[src/rtl/sfx_player.sv]
// Sound-effect sequencer: watches flap/score/status events from the game controller
// and plays short square-wave note sequences on the buzzer pin.
module sfx_player #(
    parameter int CLK_HZ = 100_000_000,
    parameter int GAP_MS = 10
) (
    input  logic        clk,
    input  logic        rst,
    input  logic        enable,
    input  logic        up,
    input  logic [15:0] score,
    input  logic [1:0]  status,
    output logic        audio,
    output logic        busy
);

    localparam int CLK_PER_MS = CLK_HZ / 1000;

    localparam logic [31:0] HP_880  = 32'(CLK_HZ / (2 * 880));
    localparam logic [31:0] HP_988  = 32'(CLK_HZ / (2 * 988));
    localparam logic [31:0] HP_1319 = 32'(CLK_HZ / (2 * 1319));
    localparam logic [31:0] HP_523  = 32'(CLK_HZ / (2 * 523));
    localparam logic [31:0] HP_392  = 32'(CLK_HZ / (2 * 392));
    localparam logic [31:0] HP_262  = 32'(CLK_HZ / (2 * 262));

    localparam logic [31:0] DUR_40  = 32'(40 * CLK_PER_MS);
    localparam logic [31:0] DUR_60  = 32'(60 * CLK_PER_MS);
    localparam logic [31:0] DUR_120 = 32'(120 * CLK_PER_MS);
    localparam logic [31:0] DUR_150 = 32'(150 * CLK_PER_MS);
    localparam logic [31:0] DUR_300 = 32'(300 * CLK_PER_MS);
    localparam logic [31:0] GAP_CLK = 32'(GAP_MS * CLK_PER_MS);

    // Sequence identifiers double as priorities; NONE marks an idle player.
    localparam logic [1:0] PRI_NONE  = 2'd0;
    localparam logic [1:0] PRI_FLAP  = 2'd1;
    localparam logic [1:0] PRI_SCORE = 2'd2;
    localparam logic [1:0] PRI_OVER  = 2'd3;

    typedef enum logic [1:0] {
        S_IDLE = 2'd0,
        S_PLAY = 2'd1,
        S_GAP  = 2'd2
    } state_t;

    state_t      r_state;
    logic [1:0]  r_seq;
    logic [1:0]  r_note;
    logic [31:0] r_hpCnt;
    logic [31:0] r_durCnt;
    logic        r_audio;
    logic        r_upQ;
    logic [15:0] r_scoreQ;
    logic [1:0]  r_statusQ;

    state_t      w_stateNext;
    logic [1:0]  w_seqNext;
    logic [1:0]  w_noteNext;
    logic [31:0] w_hpCntNext;
    logic [31:0] w_durCntNext;
    logic        w_audioNext;

    logic        w_flap;
    logic        w_score;
    logic        w_over;
    logic [1:0]  w_evPri;
    logic        w_take;
    logic        w_statusIdle;
    logic [31:0] w_hp;
    logic [31:0] w_dur;
    logic        w_last;

    assign w_flap       = up & ~r_upQ & (status == 2'b01);
    assign w_score      = score > r_scoreQ;
    assign w_over       = (status == 2'b10) && (r_statusQ != 2'b10);
    assign w_evPri      = w_over ? PRI_OVER : (w_score ? PRI_SCORE : (w_flap ? PRI_FLAP : PRI_NONE));
    assign w_take       = (w_evPri != PRI_NONE) && (w_evPri >= r_seq);
    assign w_statusIdle = (status == 2'b00) || (status == 2'b11);

    always_comb begin
        w_hp   = HP_880;
        w_dur  = DUR_40;
        w_last = 1'b1;
        case (r_seq)
            PRI_SCORE: begin
                if (r_note == 2'd0) begin
                    w_hp   = HP_988;
                    w_dur  = DUR_60;
                    w_last = 1'b0;
                end else begin
                    w_hp   = HP_1319;
                    w_dur  = DUR_120;
                    w_last = 1'b1;
                end
            end
            PRI_OVER: begin
                case (r_note)
                    2'd0: begin
                        w_hp   = HP_523;
                        w_dur  = DUR_150;
                        w_last = 1'b0;
                    end
                    2'd1: begin
                        w_hp   = HP_392;
                        w_dur  = DUR_150;
                        w_last = 1'b0;
                    end
                    default: begin
                        w_hp   = HP_262;
                        w_dur  = DUR_300;
                        w_last = 1'b1;
                    end
                endcase
            end
            default: begin
                w_hp   = HP_880;
                w_dur  = DUR_40;
                w_last = 1'b1;
            end
        endcase
    end

    // Mute beats everything, then a new event, then abort; r_durCnt also times the gap.
    always_comb begin
        w_stateNext  = r_state;
        w_seqNext    = r_seq;
        w_noteNext   = r_note;
        w_hpCntNext  = r_hpCnt;
        w_durCntNext = r_durCnt;
        w_audioNext  = r_audio;
        if (!enable) begin
            w_stateNext  = S_IDLE;
            w_seqNext    = PRI_NONE;
            w_noteNext   = 2'd0;
            w_hpCntNext  = 32'd0;
            w_durCntNext = 32'd0;
            w_audioNext  = 1'b0;
        end else if (w_take) begin
            w_stateNext  = S_PLAY;
            w_seqNext    = w_evPri;
            w_noteNext   = 2'd0;
            w_hpCntNext  = 32'd0;
            w_durCntNext = 32'd0;
            w_audioNext  = 1'b0;
        end else if ((r_state != S_IDLE) && (r_seq != PRI_OVER) && w_statusIdle) begin
            w_stateNext  = S_IDLE;
            w_seqNext    = PRI_NONE;
            w_noteNext   = 2'd0;
            w_hpCntNext  = 32'd0;
            w_durCntNext = 32'd0;
            w_audioNext  = 1'b0;
        end else begin
            case (r_state)
                S_PLAY: begin
                    if (r_durCnt == w_dur - 32'd1) begin
                        w_hpCntNext  = 32'd0;
                        w_durCntNext = 32'd0;
                        w_audioNext  = 1'b0;
                        if (w_last) begin
                            w_stateNext = S_IDLE;
                            w_seqNext   = PRI_NONE;
                            w_noteNext  = 2'd0;
                        end else begin
                            w_stateNext = S_GAP;
                        end
                    end else begin
                        w_durCntNext = r_durCnt + 32'd1;
                        if (r_hpCnt == w_hp - 32'd1) begin
                            w_hpCntNext = 32'd0;
                            w_audioNext = ~r_audio;
                        end else begin
                            w_hpCntNext = r_hpCnt + 32'd1;
                        end
                    end
                end
                S_GAP: begin
                    w_audioNext = 1'b0;
                    if (r_durCnt == GAP_CLK - 32'd1) begin
                        w_stateNext  = S_PLAY;
                        w_noteNext   = r_note + 2'd1;
                        w_hpCntNext  = 32'd0;
                        w_durCntNext = 32'd0;
                    end else begin
                        w_durCntNext = r_durCnt + 32'd1;
                    end
                end
                default: begin
                    w_seqNext    = PRI_NONE;
                    w_noteNext   = 2'd0;
                    w_hpCntNext  = 32'd0;
                    w_durCntNext = 32'd0;
                    w_audioNext  = 1'b0;
                end
            endcase
        end
    end

    always_ff @(posedge clk or negedge rst) begin
        if (!rst) begin
            r_state   <= S_IDLE;
            r_seq     <= PRI_NONE;
            r_note    <= 2'd0;
            r_hpCnt   <= 32'd0;
            r_durCnt  <= 32'd0;
            r_audio   <= 1'b0;
            r_upQ     <= 1'b0;
            r_scoreQ  <= 16'd0;
            r_statusQ <= 2'b00;
        end else begin
            r_state   <= w_stateNext;
            r_seq     <= w_seqNext;
            r_note    <= w_noteNext;
            r_hpCnt   <= w_hpCntNext;
            r_durCnt  <= w_durCntNext;
            r_audio   <= w_audioNext;
            r_upQ     <= up;
            r_scoreQ  <= score;
            r_statusQ <= status;
        end
    end

    assign audio = r_audio;
    assign busy  = (r_state != S_IDLE);

endmodule

[config.mk]
export PLATFORM = sky130hd
export DESIGN_NAME = sfx_player
export DESIGN_NICKNAME = d
export VERILOG_FILES = /design/src/rtl/sfx_player.sv
export SDC_FILE = /design/constraint.sdc
export NUM_CORES = 1
export LEC_CHECK = 0
export ABC_CLOCK_PERIOD_IN_PS = 5630
export CAP_MARGIN = 0
export CORE_ASPECT_RATIO = 1.4
export CORE_MARGIN = 5
export CORE_UTILIZATION = 25
export CTS_CLUSTER_SIZE = 14
export DETAILED_ROUTE_END_ITERATION = 10
export PLACE_DENSITY = 0.51
export SKIP_CTS_REPAIR_TIMING = 1
export SYNTH_ARGS = -nofsm -noshare
export SYNTH_HDL_FRONTEND = slang
export SYNTH_SLANG_ARGS = --single-unit
[constraint.sdc]
create_clock -name clk -period 5.63 [get_ports clk]
set_input_delay 1.4075 -clock clk [delete_from_list [all_inputs] [get_ports clk]]
set_output_delay 1.4075 -clock clk [all_outputs]
set_load 0.02 [all_outputs]
==> run_results.csv, run 1 <==
group,metric,value,unit
outcome,run_status,"complete, no violations",
sta,tightestPinTransition,1.07,ns
die,die_h,190,µm
hold_path,worst_hold_class,"reg -> reg",
yosys,postSynthRegisterBits,90,
clock_tree,cts_max_path_buffers,2,
finish,layout-drive-gt1-share,5.86,%
setup_path,timing.rr.end,"r_hpCnt[2]",
pwr,report.power.total,1.49,mW
die,ports,24,
route,num_vias,4784,
pwr,p_per_area,226,nW/µm²
die,die-width,139,µm
setup_path,ff2ff_path_depth,11,
clock_tree,cts-buffers-inserted,9,
setup_path,worst_r2r_startpoint,"r_note[0]",
setup_path,regToRegSetupSlack,1.35,ns
clock_tree,cts.reportedPaths.clkPinSlew,0.07,ns
hold_path,holdPathStages,1,
setup_path,cpPeakStageDelay,0.52,ns
route,wl_per_cell,15.2,µm
global_route,global_route.usage.total,11.4,%
route,drtIter0Drc,231,
die,floorplan.die_area,26400,µm²
finish,fillCellCount,2489,
clock_tree,clockRootBuffer,"sky130_fd_sc_hd__clkbuf_16",
finish,finalInstanceArea,6580,µm²
global_route,grt_first_pass_wirelength,24700,µm
yosys,synth_async_sr_flop_share,100,%
yosys,synthesis.nets,708,
placement,preCtsSetupSlack,0.211,ns
yosys,synth_edf_count,0,
yosys,synth_area_per_cell,8.84,µm²
route,wl_met3,261,µm
setup_path,sequence_of_cells_on_the_critical_path,"clkdlybuf4s50_1 > ha_1 > and3_1 > a221oi_1 > o22ai_1 > o31ai_1 > a21boi_0 > ha_1 > nand2b_1 > a21oi_1 > a22oi_1 > a21oi_2 > buf_4 > or4_1 > a21oi_1",
placement,numPortBuffers,23,
clock_tree,cts_num_sinks,90,
hold_path,min_from,"r_durCnt[0]",
sta,timing.final.hold_violations,0,
yosys,ys_warn_count,0,
route,highest_layer,"met4",
sta,post_route_clock_period_utilization,89.3,%
finish,diodes,0,
route,met1_length,6440,µm
die,core_region_area,23000,µm²
flow_run,drv.max_cap_violation_count,0,
sta,report.final.slew_viol_count,0,
yosys,ys.flop_type,"sky130_fd_sc_hd__dfrtp_1",
global_route,grt_pass1_vias,4759,
yosys,synth.cell_area,5800,µm²
finish,sequential_cell_area,2250,µm²
setup_path,timing.setup.critical_path_class,"in -> reg",
clock_tree,clock_network_latency_to_the_later_pin_of_the_worst_skew_pair,0.35,ns
clock_tree,cts_max_level,3,
route,wl,14700,µm
hold_path,hold_path_end,"r_durCnt[0]",
route,detailroute.wirelength.met2,7790,µm
finish,multi_input_logic_area,3210,µm²
global_route,grt_start_max_net_pins,51,
sta,achievable-frequency,199,MHz
pwr,power.ir.vdd_worst,0.127,mV
sta,fin_skew,0.00771,ns
sta,setup-violations-final,0,
global_route,antenna_found_initial,0,
setup_path,required,5.90,ns
finish,flow.area_growth_from_synthesis,13.5,%
die,fp-row-count,66,
yosys,yosysUniqueCellTypes,67,
route,dr.pass1.iters,4,
route,drt_drc_violations_left,0,
setup_path,worst_setup_path_start_kind,"input pin",
setup_path,endpoint_kind,"flop",
placement,dpl.cell_count,955,
placement,placedInstanceArea,6290,µm²
finish,fin_nets,712,
route,route.antenna.remaining_nets,0,
yosys,yosysSeqAreaShare,38.8,%
clock_tree,tritoncts,"yes",
die,start_util,25.2,%
setup_path,cpMaxStageDelayCell,"sky130_fd_sc_hd__or4_1",
sta,post-route-min-period,5.03,ns
setup_path,critPathLaunch,"score[6]",
sta,setup_tns,0,ns
pwr,leakagePower,2.50,nW
setup_path,worst_ep_arrival_time,5.30,ns
yosys,cell_count_after_synthesis,656,
global_route,grt.overflow.total,0,
placement,hpwl_reported_at_the_end_of_detailed_placement,10700,µm
sta,grt_setup_unrepaired,"no",
placement,gp_congestion,0.816,
sta,relSlewSlack,28.0,%
finish,fin_cells,971,
sta,worst_slack,0.600,ns
setup_path,critPathMaxFanout,26,
route,detail_route.vias_per_cell,4.93,
-- worst max-delay path by stage --
stage,endpoint,slack (ns),depth (start not counted)
detailed placement,r_hpCnt[21],0.21,15
global placement,r_hpCnt[16],0.39,16
finish,r_hpCnt[29],0.60,15
CTS,r_hpCnt[29],0.56,15
global route,r_hpCnt[22],0.20,15
floorplan,r_hpCnt[23],1.11,14
-- report_power, final --
part / internal, mW / leakage [nW] / switching [mW]
combinational: 0.0704 / 1.16 / 0.128
sequential: 0.658 / 1.21 / 0.0156
clock: 0.345 / 0.135 / 0.270
total: 1.07 / 2.50 / 0.414
-- final cells by class --
| class | count | share of cell area [%] |
|---|---|---|
| tap | 306 | 5.82 |
| timing repair buffer | 29 | 4.14 |
| inverter | 45 | 2.57 |
| clock inverter | 6 | 1.01 |
| clock buffer | 10 | 3.48 |
| multi-input combinational | 485 | 48.8 |
| sequential | 90 | 34.2 |
-- cell usage after synthesis (4+ instances only) --
cell                       count  area, µm²
sky130_fd_sc_hd__nor3_1       10       50.1
sky130_fd_sc_hd__o211ai_1      4       30.0
sky130_fd_sc_hd__mux2i_1       8       80.1
sky130_fd_sc_hd__a32oi_1      10       87.6
sky130_fd_sc_hd__nand4_1      28        175
sky130_fd_sc_hd__nor2_1       57        214
sky130_fd_sc_hd__buf_2         9       45.0
sky130_fd_sc_hd__nand3_1      40        200
sky130_fd_sc_hd__nor4_1        9       56.3
sky130_fd_sc_hd__nand2_1      50        188
sky130_fd_sc_hd__o21ai_0      21        105
sky130_fd_sc_hd__or4_1        12       90.1
sky130_fd_sc_hd__and4_1        7       61.3
sky130_fd_sc_hd__a21oi_1      25        125
sky130_fd_sc_hd__and2_1       11       68.8
sky130_fd_sc_hd__dfrtp_1      90       2250
sky130_fd_sc_hd__nand2b_1      7       43.8
sky130_fd_sc_hd__o21a_1        4       30.0
sky130_fd_sc_hd__ha_1         30        375
sky130_fd_sc_hd__xnor2_1      13        114
sky130_fd_sc_hd__xor2_1       21        184
sky130_fd_sc_hd__a211oi_1      5       37.5
sky130_fd_sc_hd__inv_1        45        169
sky130_fd_sc_hd__or2_2         7       43.8
sky130_fd_sc_hd__a31oi_1       6       37.5
sky130_fd_sc_hd__clkbuf_1     21       78.8
sky130_fd_sc_hd__o31ai_1      17        128
sky130_fd_sc_hd__or3_1         4       25.0
sky130_fd_sc_hd__and3_1       11       68.8
sky130_fd_sc_hd__nor2b_1      12       75.1
-- per-layer routing --
layer | up-vias | global-route usage [%]
li1 | 2386 | -
met1 | 2351 | 13.5
met2 | 35 | 21.2
met3 | 12 | 1.46
met4 | 0 | 3.73
met5 | - | 0
-- registers in the layout (all words and copies together) (netlist names) --
register,flops
r_state,2
r_scoreQ,16
r_upQ,1
r_seq,2
r_durCnt,32
r_statusQ,2
r_note,2
r_hpCnt,32
audio,1
-- through the flow --
stage / hold WS [ns] / util, %
after floorplan: 0.455 / -
after global placement: 0.481 / 27.3
final: 0.485 / 28.6
after global routing: 0.540 / 28.6
after CTS: 0.494 / 28.6
after detailed placement: 0.483 / 27.3
-- logic make-up (layout without fill, tap and decap cells) --
family / Yosys count / count (layout) / synth area share, %
AOI/OAI and AO/OA: 133 / 133 / 16.5
and+or+nand+nor: 279 / 279 / 25.6
adders and majority gates: 30 / 30 / 6.47
xor gates and xnor gates: 34 / 34 / 5.13
buffers and inverters: 81 / 90 / 5.89
DFF: 90 / 90 / 38.8
muxes: 9 / 9 / 1.57
-- critical path: cells and delay by family --
family | cells | cell delay, ns
AO/OA/AOI/OAI | 8 | 1.77
buffers and inverters | 2 | 0.69
AND/OR/NAND/NOR | 3 | 0.79
adder cells (fa/ha/maj) | 2 | 0.61
-- layout by cell type, fill, tap and decap left out, types with 8 or more instances in the layout --
cell                              synthesis  routed
sky130_fd_sc_hd__o31ai_1                 17      17
sky130_fd_sc_hd__or4_1                   12      12
sky130_fd_sc_hd__nor3_1                  10      10
sky130_fd_sc_hd__o21ai_0                 21      21
sky130_fd_sc_hd__nand3_1                 40      40
sky130_fd_sc_hd__nand4_1                 28      28
sky130_fd_sc_hd__clkbuf_16                0       9
sky130_fd_sc_hd__a32oi_1                 10      10
sky130_fd_sc_hd__and2_1                  11      11
sky130_fd_sc_hd__mux2i_1                  8       8
sky130_fd_sc_hd__and3_1                  11      11
sky130_fd_sc_hd__inv_1                   45      45
sky130_fd_sc_hd__clkdlybuf4s50_1          0      22
sky130_fd_sc_hd__a21oi_1                 25      24
sky130_fd_sc_hd__nor2b_1                 12      12
sky130_fd_sc_hd__nor4_1                   9       9
sky130_fd_sc_hd__xnor2_1                 13      13
sky130_fd_sc_hd__xor2_1                  21      21
sky130_fd_sc_hd__ha_1                    30      30
sky130_fd_sc_hd__nand2_1                 50      50
sky130_fd_sc_hd__nor2_1                  57      57
sky130_fd_sc_hd__dfrtp_1                 90      90
(Power assumes the default switching activity.)
==> inputs of run 2 (changes only) <==
Settings changed: REMOVE_ABC_BUFFERS set to 1.
==> run 2 against run 1 <==
Against the previous run: setup slack worse by 0.021 ns; maximum frequency is 0.41% lower; clock skew up 0.0056 ns; power increased by 1.6%; critical path depth is 1 lower; worst hold slack improved by 0.0065 ns; register-to-register slack about the same; sequential power barely moved; largest power group unchanged.
==> run_results.csv, run 2 (synthesized netlist as in run 1, its figures left out) <==
group,metric,value,unit
outcome,run_status,"complete, no violations",
global_route,grt.overflow.total,0,
pwr,cellInternalPower,1.10,mW
sta,achievable-frequency,198,MHz
global_route,grt_pass1_vias,4867,
route,dr.pass1.iters,5,
route,wl,14500,µm
finish,sequential_cell_area,2250,µm²
sta,post-route-min-period,5.05,ns
pwr,p_per_area,229,nW/µm²
die,floorplan.die_area,26400,µm²
clock_tree,cts-buffers-inserted,9,
hold_path,worst_hold_class,"reg -> reg",
pwr,report.power.total,1.51,mW
finish,reg_top3,"r_durCnt: 32 flops, r_hpCnt: 32 flops, r_scoreQ: 16 flops",
route,wl_met3,296,µm
route,route.antenna.remaining_nets,0,
die,die-width,139,µm
setup_path,endpoint_kind,"flop",
route,highest_layer,"met4",
clock_tree,clockRootBuffer,"sky130_fd_sc_hd__clkbuf_16",
flow_run,drv.max_cap_violation_count,0,
clock_tree,tritoncts,"yes",
clock_tree,cts_max_path_buffers,2,
finish,fillCellCount,2462,
route,drt_drc_violations_left,0,
placement,hpwl_reported_at_the_end_of_detailed_placement,10200,µm
die,start_util,25.2,%
setup_path,worst_ep_arrival_time,5.28,ns
global_route,antenna_found_initial,0,
sta,report.final.slew_viol_count,0,
clock_tree,cts.reportedPaths.clkPinSlew,0.07,ns
global_route,grt_first_pass_wirelength,24900,µm
sta,worst_slack,0.579,ns
setup_path,timing.setup.critical_path_class,"in -> reg",
sta,tightestPinTransition,0.931,ns
route,num_vias,4781,
pwr,netSwitchingPower,0.412,mW
finish,diodes,0,
finish,fin_cells,969,
sta,hold_slack,0.492,ns
finish,final_core_util,28.7,%
sta,timing.final.hold_violations,0,
route,met1_length,6480,µm
die,core_region_area,23000,µm²
pwr,leakagePower,2.52,nW
route,drtIter0Drc,330,
global_route,global_route.usage.total,11.5,%
placement,gp_congestion,0.755,
placement,preCtsSetupSlack,0.191,ns
clock_tree,clock_network_latency_to_the_later_pin_of_the_worst_skew_pair,0.35,ns
die,ports,24,
placement,numPortBuffers,23,
setup_path,required,5.86,ns
pwr,p_sw_share,27.2,%
sta,setup-violations-final,0,
finish,multi_input_logic_area,3210,µm²
clock_tree,cts_max_level,3,
pwr,clock_power_share,42.3,%
sta,fin_skew,0.0133,ns
finish,layout.cells.most_common,"sky130_fd_sc_hd__dfrtp_1",
pwr,p_comb_share,13.2,%
setup_path,critPathMaxFanout,14,
pwr,power.ir.vdd_worst,0.137,mV
sta,post_route_clock_period_utilization,89.7,%
die,die_h,190,µm
placement,dpl.cell_count,953,
finish,layout-drive-gt1-share,5.73,%
route,detail_route.vias_per_cell,4.93,
global_route,grt_start_max_net_pins,58,
finish,final_cell_mix,"sky130_fd_sc_hd__dfrtp_1 (90), sky130_fd_sc_hd__nor2_1 (57), sky130_fd_sc_hd__nand2_1 (50)",
die,fp-row-count,66,
sta,relSlewSlack,37.6,%
setup_path,worst_setup_path_start_kind,"input pin",
route,detailroute.wirelength.met2,7410,µm
route,wl_per_cell,15.0,µm
finish,fin_nets,710,
finish,flow.area_growth_from_synthesis,14.0,%
sta,grt_setup_unrepaired,"no",
pwr,share_seq_of_total_power,44.5,%
clock_tree,cts_num_sinks,90,
## run 2: critical path, stage by stage
cell and delay, ns:
sky130_fd_sc_hd__clkdlybuf4s50_1 0.42, sky130_fd_sc_hd__ha_1 0.31, sky130_fd_sc_hd__and3_1 0.20, sky130_fd_sc_hd__a221oi_1 0.30
sky130_fd_sc_hd__o22ai_1 0.14, sky130_fd_sc_hd__o31ai_1 0.38, sky130_fd_sc_hd__a21boi_0 0.18, sky130_fd_sc_hd__ha_1 0.28
sky130_fd_sc_hd__nand2b_1 0.13, sky130_fd_sc_hd__a21oi_1 0.20, sky130_fd_sc_hd__a22oi_1 0.20, sky130_fd_sc_hd__nand2_1 0.32
sky130_fd_sc_hd__nand3_2 0.35, sky130_fd_sc_hd__o311ai_0 0.44
## run 2: layout make-up
type	instances	share of cell area, %
multi-input combinational	485	48.6
sequential	90	34.1
tap	306	5.79
timing repair buffer	27	4.28
clock buffer	11	3.82
inverter	45	2.55
clock inverter	5	0.908
## run 2: path summary, 6_finish.rpt
| path | start | slack (ns) | end | cells after the start |
|---|---|---|---|---|
| worst max register to register | r_note[0] | 1.34 | r_hpCnt[2] | 11 |
| worst min register to register | r_durCnt[0] | 0.49 | r_durCnt[0] | 1 |
| worst min-delay path | r_durCnt[0] | 0.49 | r_durCnt[0] | 1 |
| worst max-delay path | score[7] | 0.58 | r_hpCnt[2] | 14 |
| min in group asynchronous | rst | 1.14 | r_durCnt[19] | 1 |
| max in group asynchronous | rst | 3.52 | r_hpCnt[0] | 2 |
## run 2: routing by layer
layer / vias to the layer above / track usage (%)
li1: 2395 / -
met1: 2319 / 13.7
met2: 45 / 20.4
met3: 22 / 1.68
met4: 0 / 5.50
met5: - / 0
## run 2: power groups by stage
stage	registers, mW	clock network (mW)	logic (mW)
3_3_place_gp	0.686	0	0.201
6_report	0.673	0.639	0.199
2_1_floorplan	0.681	0	0.116
5_1_grt	0.676	0.691	0.224
4_1_cts	0.674	0.662	0.203
3_5_place_dp	0.686	0	0.202
## run 2: metrics by stage
stage | setup TNS [ns] | cell area [µm²]
after global placement | 0 | 6300
after detailed placement | 0 | 6300
final | 0 | 6610
after global routing | 0 | 6610
after CTS | 0 | 6610
after floorplan | -6.58 | 5630
